--- src/rtl/el_pkg.sv ---
// rtl/el_pkg.sv - shared types and helpers for the elastic-link sync/async bridges
package el_pkg;

   typedef enum logic {
      IDLE     = 1'b0,
      WAIT_ACK = 1'b1
   } el_state_e;

   function automatic int clog2(input int n);
      int r;
      r = 0;
      while ((1 << r) < n) r++;
      return r;
   endfunction

   // A digit needs at least one bit even for a single-rail code.
   function automatic int digit_w(input int rail_num);
      return (clog2(rail_num) < 1) ? 1 : clog2(rail_num);
   endfunction

   // Rail r of digit i sits at this bit of the link.
   function automatic int rail_bit(input int rail_num, input int i, input int r);
      return rail_num * i + r;
   endfunction

endpackage

--- src/rtl/el_sync_bit.sv ---
// rtl/el_sync_bit.sv - multi-stage flop synchroniser for one asynchronous bit
module el_sync_bit #(
   parameter int STAGES = 2
) (
   input  logic clk,
   input  logic rst,
   input  logic d_i,
   output logic q_o,
   output logic q_next_o
);

   logic [STAGES-1:0] chain_q;
   logic [STAGES-1:0] chain_d;

   // Shift the asynchronous input one stage deeper on every edge.
   always_comb begin
      chain_d = {chain_q[STAGES-2:0], d_i};
   end

   // Chain flops, cleared together with the rest of the link.
   always_ff @(posedge clk) begin
      if (rst) chain_q <= '0;
      else     chain_q <= chain_d;
   end

   assign q_o      = chain_q[STAGES-1];
   // Value the output will take after the next edge; lets the owner register
   // decisions that depend on the synchronised bit one cycle ahead.
   assign q_next_o = chain_q[STAGES-2];

endmodule

--- src/rtl/el_sync_tx.sv ---
// rtl/el_sync_tx.sv - clocked word source injecting 2-phase 1-of-N tokens into an elastic link
module el_sync_tx
   import el_pkg::*;
#(
   parameter int LINK_WIDTH  = 2,
   parameter int RAIL_NUM    = 2,
   parameter int SYNC_STAGES = 2,
   parameter int CNT_W       = 16
) (
   input  logic                                     clk,
   input  logic                                     rst,
   input  logic                                     in_valid,
   output logic                                     in_ready,
   input  logic [LINK_WIDTH*digit_w(RAIL_NUM)-1:0]  in_data,
   output logic [LINK_WIDTH*RAIL_NUM-1:0]           out,
   input  logic                                     ack_i,
   output logic                                     busy,
   output logic                                     err,
   output logic [CNT_W-1:0]                         tx_count
);

   localparam int DIGIT_W = digit_w(RAIL_NUM);
   localparam int DW1     = DIGIT_W + 1;
   localparam int OUT_W   = LINK_WIDTH * RAIL_NUM;

   el_state_e         state_q,    state_d;
   logic [OUT_W-1:0]  out_q,      out_d;
   logic              phase_exp_q, phase_exp_d;
   logic              in_ready_q, in_ready_d;
   logic              busy_q,     busy_d;
   logic              err_q,      err_d;
   logic [CNT_W-1:0]  tx_count_q, tx_count_d;

   logic              ack_s;
   logic              ack_s_next;
   logic              accept;
   logic [OUT_W-1:0]  mask;
   logic [LINK_WIDTH-1:0] digit_bad;

   el_sync_bit #(.STAGES(SYNC_STAGES)) u_ack_sync (
      .clk      (clk),
      .rst      (rst),
      .d_i      (ack_i),
      .q_o      (ack_s),
      .q_next_o (ack_s_next)
   );

   // One transition mask bit per digit; a digit with no matching rail is flagged bad.
   for (genvar gi = 0; gi < LINK_WIDTH; gi++) begin : g_digit
      logic [DIGIT_W-1:0] digit;
      assign digit         = in_data[DIGIT_W*gi +: DIGIT_W];
      assign digit_bad[gi] = ({1'b0, digit} >= DW1'(RAIL_NUM));
      for (genvar gr = 0; gr < RAIL_NUM; gr++) begin : g_rail
         assign mask[rail_bit(RAIL_NUM, gi, gr)] = (digit == DIGIT_W'(gr));
      end
   end

   // Token handshake: launch on accept, retire when the synchronised ack matches.
   always_comb begin
      state_d     = state_q;
      out_d       = out_q;
      phase_exp_d = phase_exp_q;
      tx_count_d  = tx_count_q;
      err_d       = 1'b0;
      accept      = in_valid && in_ready_q;
      case (state_q)
         IDLE: begin
            if (ack_s != phase_exp_q) begin
               // Ack moved with nothing outstanding: flag it and follow the link.
               err_d       = 1'b1;
               phase_exp_d = ack_s;
            end else if (accept) begin
               if (|digit_bad) begin
                  err_d = 1'b1;
               end else begin
                  out_d       = out_q ^ mask;
                  phase_exp_d = ~phase_exp_q;
                  state_d     = WAIT_ACK;
               end
            end
         end
         WAIT_ACK: begin
            if (ack_s == phase_exp_q) begin
               state_d    = IDLE;
               tx_count_d = tx_count_q + 1'b1;
            end
         end
      endcase
      // Ready next cycle only if idle and no spurious ack will be visible then.
      in_ready_d = (state_d == IDLE) && (ack_s_next == phase_exp_d);
      busy_d     = (state_d == WAIT_ACK);
   end

   // State and registered outputs.
   always_ff @(posedge clk) begin
      if (rst) begin
         state_q     <= IDLE;
         out_q       <= '0;
         phase_exp_q <= 1'b0;
         in_ready_q  <= 1'b0;
         busy_q      <= 1'b0;
         err_q       <= 1'b0;
         tx_count_q  <= '0;
      end else begin
         state_q     <= state_d;
         out_q       <= out_d;
         phase_exp_q <= phase_exp_d;
         in_ready_q  <= in_ready_d;
         busy_q      <= busy_d;
         err_q       <= err_d;
         tx_count_q  <= tx_count_d;
      end
   end

   assign out      = out_q;
   assign in_ready = in_ready_q;
   assign busy     = busy_q;
   assign err      = err_q;
   assign tx_count = tx_count_q;

endmodule

--- config.mk ---
export PLATFORM = sky130hd
export DESIGN_NAME = el_sync_tx
export DESIGN_NICKNAME = d
export VERILOG_FILES = /design/src/rtl/el_pkg.sv /design/src/rtl/el_sync_bit.sv /design/src/rtl/el_sync_tx.sv
export SDC_FILE = /design/constraint.sdc
export NUM_CORES = 1
export LEC_CHECK = 0
export CAP_MARGIN = 40
export CORE_ASPECT_RATIO = 0.6
export CORE_UTILIZATION = 47
export CTS_CLUSTER_DIAMETER = 150
export CTS_CLUSTER_SIZE = 8
export DETAILED_ROUTE_END_ITERATION = 6
export PLACE_DENSITY_LB_ADDON = 0.05
export SLEW_MARGIN = 20
export SYNTH_ARGS = -nofsm -noshare
export SYNTH_HDL_FRONTEND = slang
export SYNTH_HIERARCHICAL = 1
export SYNTH_SLANG_ARGS = --single-unit
--- constraint.sdc ---
create_clock -name clk -period 1.8 [get_ports clk]
set_input_delay 0.36 -clock clk [delete_from_list [all_inputs] [get_ports clk]]
set_output_delay 0.36 -clock clk [all_outputs]
set_load 0.01 [all_outputs]
==> qor.txt, run 1 <==
Ranking of synthesized cells by area: dfxtp_1 47%, xnor2_1 7.0%, nor2_1 5.0%
Most frequent cells in the layout: 28 x clkdlybuf4s50_1, 24 x dfxtp_1, 15 x nor2_1
Die Ht: 39.8 um
First-pass GRT wire length: 3.88 mm
Crit-path slowest cell: clkdlybuf4s50_1
Kind of cell adding the most delay to the critical path: buffers and inverters
Maximum vdd drop: 0.434 mV
Iter 0 DRT Violations: 49
Layout net count: 174
Crit-path cells: buf_6 -> clkdlybuf4s50_1
Post-detail-place hpwl: 1.78 mm
Crit Path Max Fanout: 13
I/O Pins: 29
WL final: 2.39 mm
Worst-case clock buffer depth: 2
Slew @ Worst Pin: 507 ps
Post-Route Skew: 5.52 ps
Tcrit/Tclk final: 0.960
Synth Area in Adders: 0.0112
Clock share of power: 0.306
Syn Nets: 134
Clock Pin Slew Worst Setup and Hold Paths: 80 ps
Switching share of power: 0.224
Crit. End Element: output port
Hold_buf cts: 0
GPL Wtd Cong: 0.716
Mux share of post-synthesis cell area: 0.0302
Via count: 1017
Layout area overhead: 39.8%
Pins Over Slew Limit: 0
Slowest stage delay, CP: 540 ps
Fin Setup TNS: 0 ps
Seq/Total Area, Yosys: 0.465
Largest net degree at the start of global routing: 14
Largest family of logic cells by synthesized area: simple AND/OR/NAND/NOR gates
Compound-gate portion of the synthesized area: 0.0761
Static Leak: 0.550 nW
Layout cells sized above 1: 0.139
Synthesized cell area: 1120 um2
Status: finished clean
Relative slew slack: 0.661
Via density: 5.22
Syn Inst Count: 127
Tot GR Track Use: 0.206
CP Class: reg2out
Synth top area share: 0.465
Seq pwr share: 0.582
Clock sink count: 26
First-pass iteration count of the detailed router: 4
Endpoints failing setup: 0
Total of warnings raised by yosys: 6
Internal cell power: 0.798 mW
R2R Setup Slk: 100 ps
CTS tree: yes
RSZ-0062 raised after global routing: false
Commonest non-fill, non-tap cell in the layout: clkdlybuf4s50_1
Synth Area in Simple Gates: 0.281
Detail Route Antenna Nets: 0
Clock latency on the worst-skew pair: 260 ps
Post-Syn Area per Cell: 8.81 um2
Die area: 2590 um2
FP Rows: 13
Final hold vios: 0
Pwr Density: 657 nW/um2
Achievable Freq: 578 MHz
Synthesized flop and latch total: 26
Vias in the first global route: 860
Initial antenna violation count: 0
Biggest area consumer among synthesized cells: dfxtp_1
Worst min path class: reg2reg
CTS buffer count: 3
GRT Residual Overflow: 0
Library cells used by synthesis: 27
Util after Layout: 0.707
Ant. Diodes: 0
DR WL/cell: 12.3 um
I/O Buffers: 28
CTS H-Tree Depth: 1
Clock root buffer master: clkbuf_8
CP Data Arrival Time: 1370 ps
Remaining DRCs: 0
CP bufs+invs: 2
Xor/xnor share of the synthesized area: 0.110
Combinational share of power: 0.112
Initial core utilization: 0.506
CP required: 1440 ps
Fin crit period: 1730 ps
Worst setup SP type: flop
Max cap viols: 0
Chip width: 65.0 um
Psw: 0.230 mW
Core area: 2210 um2
==> what timing repair did <==
item	CTS	global route
setup buffers	0	0
resized for setup	0	4
setup endpoints to repair	0	7
endpoints found under the hold margin	0	0
==> cell type report <==
type | count | area (um2)
Tap cell | 30 | 37.5
Timing Repair Buffer | 40 | 374
Sequential cell | 26 | 523
Inverter | 3 | 11.3
Fill cell | 184 | 648
Multi-Input combinational cell | 93 | 577
Clock buffer | 3 | 41.3
==> worst paths after layout <==
check        depth (start not counted)               endpoint                   from
max                                  2                   busy                   busy
min                                  1  u_ack_sync/chain_q[1]  u_ack_sync/chain_q[0]
max reg2reg                          4           tx_count[12]  u_ack_sync/chain_q[1]
min reg2reg                          1  u_ack_sync/chain_q[1]  u_ack_sync/chain_q[0]
==> sequential cells by signal, indices dropped and copies added (netlist names) <==
signal              count
busy                    1
err                     1
in_ready                1
out                     4
phase_exp_q             1
tx_count               16
u_ack_sync/chain_q      2
==> routing by layer <==
metal  share of wire  GRT usage  vias up
met5               0          0        -
met1            0.49      0.264      470
met3           0.057     0.0640        2
li1                -          -      516
met2            0.45      0.346       29
met4          0.0033     0.0389        0
==> power groups by stage <==
stage	logic [mW]	clock network (mW)	registers, mW
3_5_place_dp	0.113	0	0.611
2_1_floorplan	0.0483	0	0.617
3_3_place_gp	0.111	0	0.611
5_1_grt	0.127	0.345	0.600
6_report	0.115	0.315	0.598
4_1_cts	0.114	0.323	0.598
==> worst reg2reg max path, delay by kind of cell (launching register included) <==
family	cells	cell delay, ps
and+or+nand+nor	2	930
DFF	1	360
xor gates and xnor gates	1	220
AOI/OAI and AO/OA	1	140
==> kinds of logic (layout without fill, tap and decap cells) <==
kind of cell             after synthesis  after routing
AND/OR/NAND/NOR                       60             60
flip-flops                            26             26
AO/OA/AOI/OAI                         15             15
XOR/XNOR                              14             14
buffers and inverters                  8             46
multiplexers                           3              3
adder cells (fa/ha/maj)                1              1
==> cell usage after synthesis <==
cell,number
dfxtp_1,26
a21oi_1,7
and3b_1,1
clkbuf_1,5
nor2_1,15
nand2b_1,1
a31oi_1,1
nand2_1,8
mux2_2,3
nand3_1,11
o31a_1,1
nand4_1,2
or4_4,1
ha_1,1
a211oi_1,2
or3_1,3
nor3_1,5
nand3b_1,1
xnor2_1,9
nor2b_1,5
and3_1,2
nor4_2,1
inv_1,3
nor4_1,3
xor2_1,5
o21ai_0,4
or3_2,1
==> stage by stage <==
stage	area [um2]	total power, mW	instances	hold WS, ps	worst slack, ps
after floorplan	1120	0.666	127	432	78.0
after global placement	1510	0.722	192	469	107
after detailed placement	1510	0.724	192	480	79.6
after CTS	1550	1.03	195	492	31.7
after global routing	1560	1.07	195	511	4.67
final	1560	1.03	195	479	71.4
Note: power is estimated with default switching activity, not from simulation.
==> run 2, diff against run 1 <==
--- a/config.mk
+++ b/config.mk
@@ -11,6 +11,7 @@
 export CTS_CLUSTER_DIAMETER = 150
 export CTS_CLUSTER_SIZE = 8
 export DETAILED_ROUTE_END_ITERATION = 6
+export HOLD_SLACK_MARGIN = 0.08
 export PLACE_DENSITY_LB_ADDON = 0.05
 export SLEW_MARGIN = 20
 export SYNTH_ARGS = -nofsm -noshare
==> results of run 2 <==
No change in the layout: final DEF, timing and power equal those of run 1.
